==> config.mk <==
export PLATFORM = sky130hd
export DESIGN_NAME = alu_control_sequencer
export DESIGN_NICKNAME = d
export VERILOG_FILES = /design/src/rtl/alu_control_sequencer.sv
export SDC_FILE = /design/constraint.sdc
export NUM_CORES = 1
export LEC_CHECK = 0
export BUFFER_PORTS_ARGS = -buffer_cell sky130_fd_sc_hd__buf_2
export CORE_ASPECT_RATIO = 2
export CORE_UTILIZATION = 30
export CTS_BUF_LIST = sky130_fd_sc_hd__clkbuf_16
export CTS_CLUSTER_DIAMETER = 40
export DETAILED_ROUTE_END_ITERATION = 6
export GPL_TIMING_DRIVEN = 0
export PLACE_DENSITY = 0.6
export SYNTH_ARGS = -nofsm -noshare
export SYNTH_HDL_FRONTEND = slang
export SYNTH_SLANG_ARGS = --single-unit
==> constraint.sdc <==
create_clock -name clk -period 2.7 [get_ports clk]
set_input_delay 0.135 -clock clk [delete_from_list [all_inputs] [get_ports clk]]
set_output_delay 0.135 -clock clk [all_outputs]
set_load 0.1 [all_outputs]
==> src/rtl/alu_control_sequencer.sv <==
// alu_control_sequencer: multi-cycle control sequencer for RV32I R-type words.
// Accepts a word over valid/ready, decodes register selects and the ALU opcode,
// then walks IDLE -> DECODE -> EXECUTE -> WRITEBACK issuing a single write pulse.
// Optional feature: define CTRL_RETIRE_CNT_EN to build the retired-instruction
// counter; otherwise retired_count is tied to zero.
module alu_control_sequencer #(
  parameter int XLEN = 32
) (
  input  logic            clk,
  input  logic            reset,
  input  logic            instr_valid,
  input  logic [XLEN-1:0] instr,
  output logic            instr_ready,
  input  logic            zero_flag,
  output logic [4:0]      read_reg1,
  output logic [4:0]      read_reg2,
  output logic [4:0]      write_reg,
  output logic [3:0]      alu_control,
  output logic            write_on_register,
  output logic            zero_latched,
  output logic            illegal_instr,
  output logic [31:0]     retired_count
);

  typedef enum logic [1:0] {IDLE, DECODE, EXECUTE, WRITEBACK} state_e;

  state_e          state_q;
  logic [XLEN-1:0] instr_q;
  logic [4:0]      rs1_q, rs2_q, rd_q;
  logic [3:0]      alu_q;
  logic            wr_q, zero_q, illegal_q;
  logic [3:0]      dec_alu_d;
  logic            dec_legal_d;

  // Decode the latched word: R-type opcode plus a known funct7/funct3 pair.
  always_comb begin
    dec_alu_d   = 4'b0000;
    dec_legal_d = 1'b0;
    if (instr_q[6:0] == 7'b0110011) begin
      dec_legal_d = 1'b1;
      case ({instr_q[31:25], instr_q[14:12]})
        {7'b0000000, 3'b000}: dec_alu_d = 4'b0010; // ADD
        {7'b0100000, 3'b000}: dec_alu_d = 4'b0110; // SUB
        {7'b0000000, 3'b111}: dec_alu_d = 4'b0000; // AND
        {7'b0000000, 3'b110}: dec_alu_d = 4'b0001; // OR
        {7'b0000000, 3'b100}: dec_alu_d = 4'b0011; // XOR
        {7'b0000000, 3'b001}: dec_alu_d = 4'b0100; // SLL
        {7'b0000000, 3'b101}: dec_alu_d = 4'b0101; // SRL
        {7'b0100000, 3'b101}: dec_alu_d = 4'b1000; // SRA
        {7'b0000000, 3'b010}: dec_alu_d = 4'b0111; // SLT
        {7'b0000000, 3'b011}: dec_alu_d = 4'b1001; // SLTU
        default:              dec_legal_d = 1'b0;
      endcase
    end
  end

  // Sequencer FSM with registered control outputs; pulses default low each cycle.
  always_ff @(posedge clk or negedge reset) begin
    if (!reset) begin
      state_q   <= IDLE;
      instr_q   <= '0;
      rs1_q     <= '0;
      rs2_q     <= '0;
      rd_q      <= '0;
      alu_q     <= '0;
      wr_q      <= 1'b0;
      zero_q    <= 1'b0;
      illegal_q <= 1'b0;
    end else begin
      wr_q      <= 1'b0;
      illegal_q <= 1'b0;
      case (state_q)
        IDLE: begin
          if (instr_valid) begin
            instr_q <= instr;
            state_q <= DECODE;
          end
        end
        DECODE: begin
          // Illegal words leave the previous decode outputs untouched.
          if (dec_legal_d) begin
            rs1_q   <= instr_q[19:15];
            rs2_q   <= instr_q[24:20];
            rd_q    <= instr_q[11:7];
            alu_q   <= dec_alu_d;
            state_q <= EXECUTE;
          end else begin
            illegal_q <= 1'b1;
            state_q   <= IDLE;
          end
        end
        EXECUTE: begin
          zero_q  <= zero_flag;
          wr_q    <= (rd_q != 5'd0);  // x0 retires but never writes
          state_q <= WRITEBACK;
        end
        default: begin
          state_q <= IDLE;
        end
      endcase
    end
  end

`ifdef CTRL_RETIRE_CNT_EN
  logic [31:0] retired_q;

  // Count every WRITEBACK exit; wraps naturally at 32 bits.
  always_ff @(posedge clk or negedge reset) begin
    if (!reset)                    retired_q <= '0;
    else if (state_q == WRITEBACK) retired_q <= retired_q + 32'd1;
  end

  assign retired_count = retired_q;
`else
  assign retired_count = '0;
`endif

  assign instr_ready       = (state_q == IDLE);
  assign read_reg1         = rs1_q;
  assign read_reg2         = rs2_q;
  assign write_reg         = rd_q;
  assign alu_control       = alu_q;
  assign write_on_register = wr_q;
  assign zero_latched      = zero_q;
  assign illegal_instr     = illegal_q;

endmodule

Word-level counts from Yosys, hierarchy flattened
Index checks and enable logic that the tools add are counted.
{"block": "op_classes", "mux": 10, "n_reduce_logical": 6, "eq_ne": 13}
{"operator": "$eq 10x3->1 const B", "count": 4}
{"operator": "$pmux 4 s9", "count": 1}
{"operator": "$eq 10x2->1 const B", "count": 2}
{"operator": "$eq 10x9->1 const B", "count": 2}
{"operator": "$eq 10x1->1 const B", "count": 1}
{"operator": "$logic_not 10->1", "count": 1}
{"operator": "$reduce_or 10->1", "count": 1}
{"operator": "$eq 7x6->1 const B", "count": 1}
{"operator": "$pmux 2 s3", "count": 1}
{"operator": "$mux 1", "count": 5}
{"operator": "$reduce_bool 5->1", "count": 1}
{"operator": "$mux 2", "count": 2}
{"operator": "$mux 4", "count": 1}
{"operator": "$reduce_and 2->1", "count": 2}
{"operator": "$eq 2x1->1 const B", "count": 1}
{"operator": "$eq 2x2->1 const B", "count": 1}
{"operator": "$logic_not 2->1", "count": 1}
{"operator": "$ne 2x2->1 const B", "count": 1}
{"block": "word_totals", "inputBits": 36, "wordCells": 38, "ff_bits": 56}

Longest topological paths before layout
Gate-level depths: netlist of the first run.
{"block": "depth", "word_depth": 6, "depth_mapped": 6, "ltp_nobuf": 4}

Worst setup path before layout of the first run
No wires, ideal clock.
{"block": "synth_timing", "kind": "flip-flop to flip-flop", "start": "reg state_q[1]", "end": "reg instr_q[0]", "path_slack_ns": -0.118, "n_path_buf": 2, "arrival_time_ns": 2.693, "t_required_ns": 2.575, "setup_ns": 0.125, "stages_incl_launch_ff": 6, "cell_sequence": "dfrtp_1 -> nor2_1 -> and2_1 -> clkbuf_1 -> buf_2 -> mux2_2"}
{"block": "synth_via", "elab_chain_cells": 2}
{"item": "start: declaration", "line_no": "27", "source": "state_e state_q;"}
{"item": "start signal: assignment", "line_no": "60", "source": "state_q <= IDLE;"}
{"item": "start signal: assignment", "line_no": "76", "source": "state_q <= DECODE;"}
{"item": "start signal: assignment", "line_no": "86", "source": "state_q <= EXECUTE;"}
{"item": "$logic_not 2->1"}
{"item": "named net instr_ready", "line_no": "13", "source": "output logic instr_ready,"}
{"item": "$reduce_and 2->1 (no line)"}
{"item": "end signal: assignment", "line_no": "75", "source": "instr_q <= instr;"}
{"item": "end: declaration", "line_no": "28", "source": "logic [XLEN-1:0] instr_q;"}
The timed path passes the listed nets, and every way through them passes these cells.
A chain may end at the register's enable or synchronous reset.

Worst setup path after layout of the first run
{"block": "layout_timing", "start": "reg instr_q[26]", "end": "reg alu_q[0], in the netlist alu_control[0]"}
{"block": "layout_via", "elab_chain_cells": 5, "word_cells_on_any_way": 16, "classes_between": "eq/ne (9); mux (4); reduce/logical (3)"}
{"item": "$eq 10x2->1, or another cell as far along", "line_no": "41", "source": "case ({instr_q[31:25], instr_q[14:12]})"}
{"item": "$reduce_or 10->1 (no line)"}
{"item": "$mux 1", "line_no": "41"}
{"item": "$mux 1", "line_no": "39", "source": "if (instr_q[6:0] == 7'b0110011) begin"}
{"item": "$reduce_and 2->1 (no line)"}
{"item": "end signal: assignment", "line_no": "85", "source": "alu_q <= dec_alu_d;"}
{"item": "end: declaration", "line_no": "30", "source": "logic [3:0] alu_q;"}
Parallel ways exist; a longest one is shown, timed or not.

==> metrics.md, run 1 <==
| Metric | Value |
|---|---|
| Ys flop type | `dfrtp_1` |
| Detailed Route Iter0 Violations | `20` |
| Die Area | `9070 µm²` |
| Worst vdd ir | `0.298 mV` |
| Max H-tree Level | `2` |
| Die height | `134 µm` |
| Status | `finished, final reports clean` |
| Final Setup Violations | `0` |
| Final WL | `4.85 mm` |
| Most used cell, CP | `nor4_4` |
| Critical Path End Type | `flip-flop` |
| Clock root buffer | `clkbuf_16` |
| RSZ-0062 raised after global routing | `no` |
| CTS Buf Count | `5` |
| Gr ovfl total | `0` |
| DR DRC count | `0` |
| Clock Path Buffers | `2` |
| Synth Register Bits | `56` |
| Mapped Cells | `188` |
| Critical Path Start Type | `flip-flop` |
| Final hold vios | `0` |
| Vias | `1,585` |
| Slew Limit Fails | `0` |
| Initial Util | `31.2%` |
| Area contributors post-synth | `dfrtp_1 (54%), mux2_2 (11%), mux2_4 (11%)` |
| Post-synth top cells | `dfrtp_1 (56), buf_4 (32), mux2_2 (26)` |
| Rel. slew slack | `52.2%` |
| Slowest CP cell | `dfrtp_1` |
| Arr. time, crit path | `2.04 ns` |
| Worst stage delay on the critical path | `0.41 ns` |
| Vias per cell | `4.14` |
| Worst Clk Skew | `0.00413 ns` |
| Minimum clock period after layout | `1.86 ns` |
| Crit-path cells | `nor4_4 -> nand2_2 -> nor4_4 -> buf_6 -> mux2_4` |
| Sequential area share after synthesis | `53.9%` |
| Proportion of layout cells with a drive suffix above 1 | `53.3%` |
| CP required | `2.88 ns` |
| Avg Cell Area, Syn | `13.8 µm²` |
| Die width | `67.8 µm` |
| Setup_tns | `0 ns` |
| Core area | `8350 µm²` |
| Post-route clock period utilization | `69.0%` |
| Clock Latency Late Sink | `0.29 ns` |
| Pwr Density | `619 nW/µm²` |
| Post-synth EDFFs | `0` |
| Vias in the first global route | `1,587` |
| Hold Path Class | `input pin to flip-flop` |
| DR pass1 iterations | `4` |
| MaxCap Viol Count | `0` |
| Tot GR Track Use | `11.9%` |
| Mapped Area | `2600 µm²` |
| Row Count | `47` |
| Nets | `321` |
| Largest net degree at the start of global routing | `57` |
| YS warnings | `0` |
| Yosys top cell by area | `dfrtp_1` |
| Biggest register | `instr_q` |
| Max frequency | `537 MHz` |
| Fin util | `39.3%` |
| Initial antenna violation count | `0` |
| CP startpoint | `instr_q[26]$_DFFE_PN0P_` |
| Post-CTS setup buffers | `0` |
| Gpl congestion | `0.716` |
| IO Port Bufs | `58` |
| Area added between synthesis and finish | `26.0%` |
| RR Startpoint | `instr_q[26]$_DFFE_PN0P_` |
| Clock slew at reported path FFs | `0.07 ns` |
| Clock Sinks | `56` |
| Crit-path max FO | `10` |
| Leakage power | `1.69 nW` |
| CTS tree | `yes` |
| Async SR Flop Fraction | `100%` |
| Worst Max-Slew Pin Slew | `0.717 ns` |
| Largest register FFs | `32` |
| Filler cell count | `811` |
| Kind of critical path | `flip-flop to flip-flop` |
| Yosys top cell area share | `53.9%` |
| Detailed-route wire length per cell | `12.7 µm` |
| Cell variety after synth | `29` |
| Ant. Diodes | `0` |
| First-pass GRT wire length | `7.80 mm` |
| DRT antenna net count | `0` |
| Min-delay src | `instr[5]` |
| DP HPWL | `3.64 mm` |
| Most common cell in the netlist | `dfrtp_1` |
| Ports | `91` |
cell type report:
type	instances	area, µm²	share of cell area [%]
buffer	41	302	9.20
inverter	1	3.75	0.115
sequential	56	1400	42.7
clock inverter	2	7.51	0.229
timing repair buffer	59	303	9.24
clock buffer	5	125	3.82
multi-input combinational	121	1010	30.9
tap	98	123	3.74
final timing paths:
kind                                         endpoint  slack (ns)  cells after the start
min                            instr_q[5]$_DFFE_PN0P_        0.06                      2
min reg2reg                    state_q[0]$_DFFE_PN0P_        0.47                      1
max in group asynchronous     instr_q[28]$_DFFE_PN0P_        1.78                      2
max reg2reg                alu_control[0]$_DFFE_PN0P_        0.84                      5
max                        alu_control[0]$_DFFE_PN0P_        0.84                      5
min in group asynchronous    read_reg1[2]$_DFFE_PN0P_        0.44                      2
metrics by stage:
step	hold WS, ns	cell area [µm²]	power [W]	setup slack [ns]	cells
detailed placement	0.356	3130	0.00144	0.830	375
global placement	0.353	3130	0.00143	0.843	375
floorplan	-0.161	2720	0.00136	0.374	219
finish	0.0609	3280	0.00203	0.837	383
CTS	0.0514	3270	0.00207	0.822	382
global route	0.0541	3280	0.00214	0.722	383
per-layer routing:
layer / global-route usage [%] / part of all wire (%)
met1: 13.1 / 37
met4: 6.83 / 2.7
met3: 2.40 / 5.6
met5: 0 / 0
met2: 20.2 / 55
logic make-up after synthesis:
family	share of synthesized area, %
AOI/OAI and AO/OA	1.49
xor gates and xnor gates	0.674
buffers and inverters	11.7
DFF	53.9
muxes	25.3
other	0.144
and+or+nand+nor	6.83
power breakdown:
group | internal [W] | switching, W
sequential | 0.000914 | 0.0000443
clock | 0.000333 | 0.000275
combinational | 0.000145 | 0.000319
cells in the final DEF (no fill, tap or decap), types with 3 or more instances in the layout:
| cell | synthesis | layout |
|---|---|---|
| buf_6 | 3 | 3 |
| mux2_1 | 7 | 7 |
| nor2_1 | 11 | 10 |
| buf_2 | 4 | 61 |
| conb_1 | 1 | 32 |
| clkbuf_16 | 0 | 5 |
| buf_4 | 32 | 33 |
| mux2_2 | 26 | 26 |
| dfrtp_1 | 56 | 56 |
| nor3_1 | 5 | 5 |
| mux2_4 | 19 | 19 |
worst max-delay path, delay by kind of cell, from the launching register on:
family	cells	cell delay, ns
and+or+nand+nor	3	0.79
DFF	1	0.41
muxes	1	0.31
buffers and inverters	1	0.24
timing repair:
action,in CTS,in global routing
hold endpoints to repair,0,56
hold buffers,0,1
resized for setup,0,0
Power figures use the tool's default switching activity.
==> run 2, diff against run 1 <==
- clock period: 2.7 -> 1.9 ns (I/O delays scaled with it)
==> run 2 against run 1 <==
Hold slack worse by 0.043 ns; global-route usage about the same; combinational power rose by 42%; sequential share of layout area shrank 1.2 points; clock power grew 43%; critical endpoint is now read_reg2[4]$_DFFE_PN0P_; largest power group unchanged; highest routed layer unchanged.
==> metrics.md, run 2 (synthesis results as in run 1) <==
| Metric | Value |
|---|---|
| Worst Max-Slew Pin Slew | `0.714 ns (was 0.717 ns)` |
| DRT antenna net count | `0 (unchanged)` |
| Min-delay src | `instr[30] (was instr[5])` |
| Max frequency | `530 MHz (was 537 MHz)` |
| Hold Path Class | `input pin to flip-flop (unchanged)` |
| Clock slew at reported path FFs | `0.07 ns (about the same)` |
| Worst vdd ir | `0.448 mV (was 0.298 mV)` |
| DR DRC count | `0 (unchanged)` |
| Met2 wire len | `2.86 mm (was 2.65 mm)` |
| Core area | `8350 µm² (unchanged)` |
| Area added between synthesis and finish | `30.0% (was 26.0%)` |
| Row Count | `47 (unchanged)` |
| Hold path cells | `2 (unchanged)` |
| Status | `finished, final reports clean (unchanged)` |
| Commonest non-fill, non-tap cell in the layout | `buf_2 (unchanged)` |
| Worst reg2reg endpoint | `read_reg2[4]$_DFFE_PN0P_ (was alu_control[0]$_DFFE_PN0P_)` |
| R2r setup slk | `0.01 ns (was 0.84 ns)` |
| Kind of critical path | `flip-flop to flip-flop (unchanged)` |
| Die width | `67.8 µm (unchanged)` |
| Clock root buffer | `clkbuf_16 (unchanged)` |
| Metal-1 WL | `1.88 mm (was 1.80 mm)` |
| Leakage power | `1.75 nW (was 1.69 nW)` |
| Clock Sinks | `56 (unchanged)` |
| Vias | `1,618 (was 1,585)` |
| Clk pwr share | `29.8% (was 29.9%)` |
| Die Area | `9070 µm² (unchanged)` |
| Die height | `134 µm (unchanged)` |
| Final Setup Violations | `0 (unchanged)` |
| Initial Util | `31.2% (unchanged)` |
| Combinational Power Share | `22.7% (was 22.9%)` |
| MaxCap Viol Count | `0 (unchanged)` |
| Switching share of power | `31.5% (was 31.4%)` |
| Top Metal Used | `met4 (unchanged)` |
| Clock Latency Late Sink | `0.29 ns (about the same)` |
| Gr ovfl total | `0 (unchanged)` |
| Ant. Diodes | `0 (unchanged)` |
| Critical Path End Type | `flip-flop (unchanged)` |
| Proportion of layout cells with a drive suffix above 1 | `57.5% (was 53.3%)` |
| Design Area, Final | `3380 µm² (was 3280 µm²)` |
| Gpl congestion | `0.689 (was 0.716)` |
| Post-route clock period utilization | `99.4% (was 69.0%)` |
| CP required | `2.08 ns (was 2.88 ns)` |
| Reg2Reg Depth | `6 (was 5)` |
| Critical Path Start Type | `flip-flop (unchanged)` |
| Initial antenna violation count | `0 (unchanged)` |
| Placed Instances | `375 (unchanged)` |
| Most frequent cells in the layout | `buf_2 (57), dfrtp_1 (54), buf_4 (43), conb_1 (32), mux2_2 (26) (was buf_2 (61), dfrtp_1 (56), buf_4 (33), conb_1 (32), mux2_2 (26))` |
| Largest net degree at the start of global routing | `57 (unchanged)` |
| Met3 WL post-DR | `260 µm (was 271 µm)` |
| IO Port Bufs | `58 (unchanged)` |
| First-pass GRT wire length | `7.89 mm (was 7.80 mm)` |
| Worst Clk Skew | `0.00576 ns (was 0.00413 ns)` |
| Crit-path max FO | `5 (was 10)` |
| Pwr Density | `860 nW/µm² (was 619 nW/µm²)` |
| Vias in the first global route | `1,582 (was 1,587)` |
| Non-filler instance count after layout | `390 (was 383)` |
| Clock Path Buffers | `2 (unchanged)` |
| Max H-tree Level | `2 (unchanged)` |
| Hold_ws | `0.0184 ns (was 0.0609 ns)` |
| Minimum clock period after layout | `1.89 ns (was 1.86 ns)` |
| Detailed Route Iter0 Violations | `37 (was 20)` |
| DP HPWL | `3.73 mm (was 3.64 mm)` |
| Final WL | `5.15 mm (was 4.85 mm)` |
| CTS Buf Count | `5 (unchanged)` |
| Register share of total power | `47.5% (was 47.2%)` |
| CTS tree | `yes (unchanged)` |
| Detailed-route wire length per cell | `13.2 µm (was 12.7 µm)` |
| Arr. time, crit path | `2.06 ns (was 2.04 ns)` |
| Slew Limit Fails | `0 (unchanged)` |
| Hold EP | `instr_q[30]$_DFFE_PN0P_ (was instr_q[5]$_DFFE_PN0P_)` |
| Final hold vios | `0 (unchanged)` |
| Rel. slew slack | `52.4% (was 52.2%)` |
| Largest register FFs | `32 (unchanged)` |
| Int Pwr | `0.00199 W (was 0.00139 W)` |
| Fin util | `40.5% (was 39.3%)` |
| Ports | `91 (unchanged)` |
| Tot GR Track Use | `11.9% (about the same)` |
| Vias per cell | `4.15 (was 4.14)` |
| Biggest register | `instr_q (unchanged)` |
| Nets | `327 (was 321)` |
| Psw | `0.000918 W (was 0.000638 W)` |
| Post-DP Area | `3150 µm² (was 3130 µm²)` |
| DR pass1 iterations | `4 (unchanged)` |
| RR Startpoint | `state_q[0]$_DFFE_PN0P_ (was instr_q[26]$_DFFE_PN0P_)` |
| RSZ-0062 raised after global routing | `yes (was no)` |
| Setup_tns | `0 ns (unchanged)` |
run 2: changes by cell type in the layout (fill, tap and decap cells not counted), sizes merged:
cell / previous run / this run
inv: 1 / 3
buf: 97 / 103
clkinv: 2 / 1
run 2: worst max path at each step:
stage                                  from                          to  slack, ns
CTS                 instr_q[30]$_DFFE_PN0P_    write_reg[2]$_DFFE_PN0P_       0.02
global route         state_q[0]$_DFFE_PN0P_    write_reg[2]$_DFFE_PN0P_      -0.07
finish               state_q[0]$_DFFE_PN0P_    read_reg2[4]$_DFFE_PN0P_       0.01
detailed placement  instr_q[30]$_DFFE_PN0P_    write_reg[2]$_DFFE_PN0P_       0.04
floorplan            state_q[1]$_DFFE_PN0P_      instr_q[0]$_DFFE_PN0P_       0.02
global placement    instr_q[26]$_DFFE_PN0P_  alu_control[0]$_DFFE_PN0P_       0.04
run 2: layout make-up:
cell class	instances	area [µm²]
fillers	827	4970
flip-flops and latches	56	1400
multi-input cells	121	1040
repair buffers	67	363
plain buffers	39	309
clock buffers	5	125
well taps	98	123
clock inverters	3	11.3
inverters	1	3.75
run 2: repair_timing:
action                                  CTS  global route
endpoints found under the hold margin     0            56
gates resized for setup                   0            13
hold buffers                              0             1
setup buffers                             0             6
endpoints found under the setup margin    0            19
run 2: power groups by stage:
stage,Combinational (W),Clock (W),Sequential (W)
final,0.000660,0.000868,0.00138
after CTS,0.000668,0.000909,0.00136
after global routing,0.000702,0.000958,0.00140
after detailed placement,0.000667,0,0.00139
after floorplan,0.000541,0,0.00140
after global placement,0.000656,0,0.00138
run 2: metal layers:
metal | up-vias | GRT usage, %
met3 | 8 | 1.97
met1 | 777 | 14.0
li1 | 775 | -
met5 | - | 0
met4 | 0 | 7.18
met2 | 58 | 19.6
run 2: metrics by stage:
step,setup WS [ns],power (W)
floorplan,0.0156,0.00194
finish,0.0119,0.00291
global route,-0.0743,0.00306
detailed placement,0.0406,0.00205
CTS,0.0248,0.00294
global placement,0.0379,0.00204
run 2: worst max-delay path, stage by stage, from the launching register on:
cell and delay (ns):
dfrtp_1 0.36, inv_2 0.05, or3_4 0.39, nor4_4 0.35, buf_4 0.20, buf_8 0.13
mux2_4 0.30
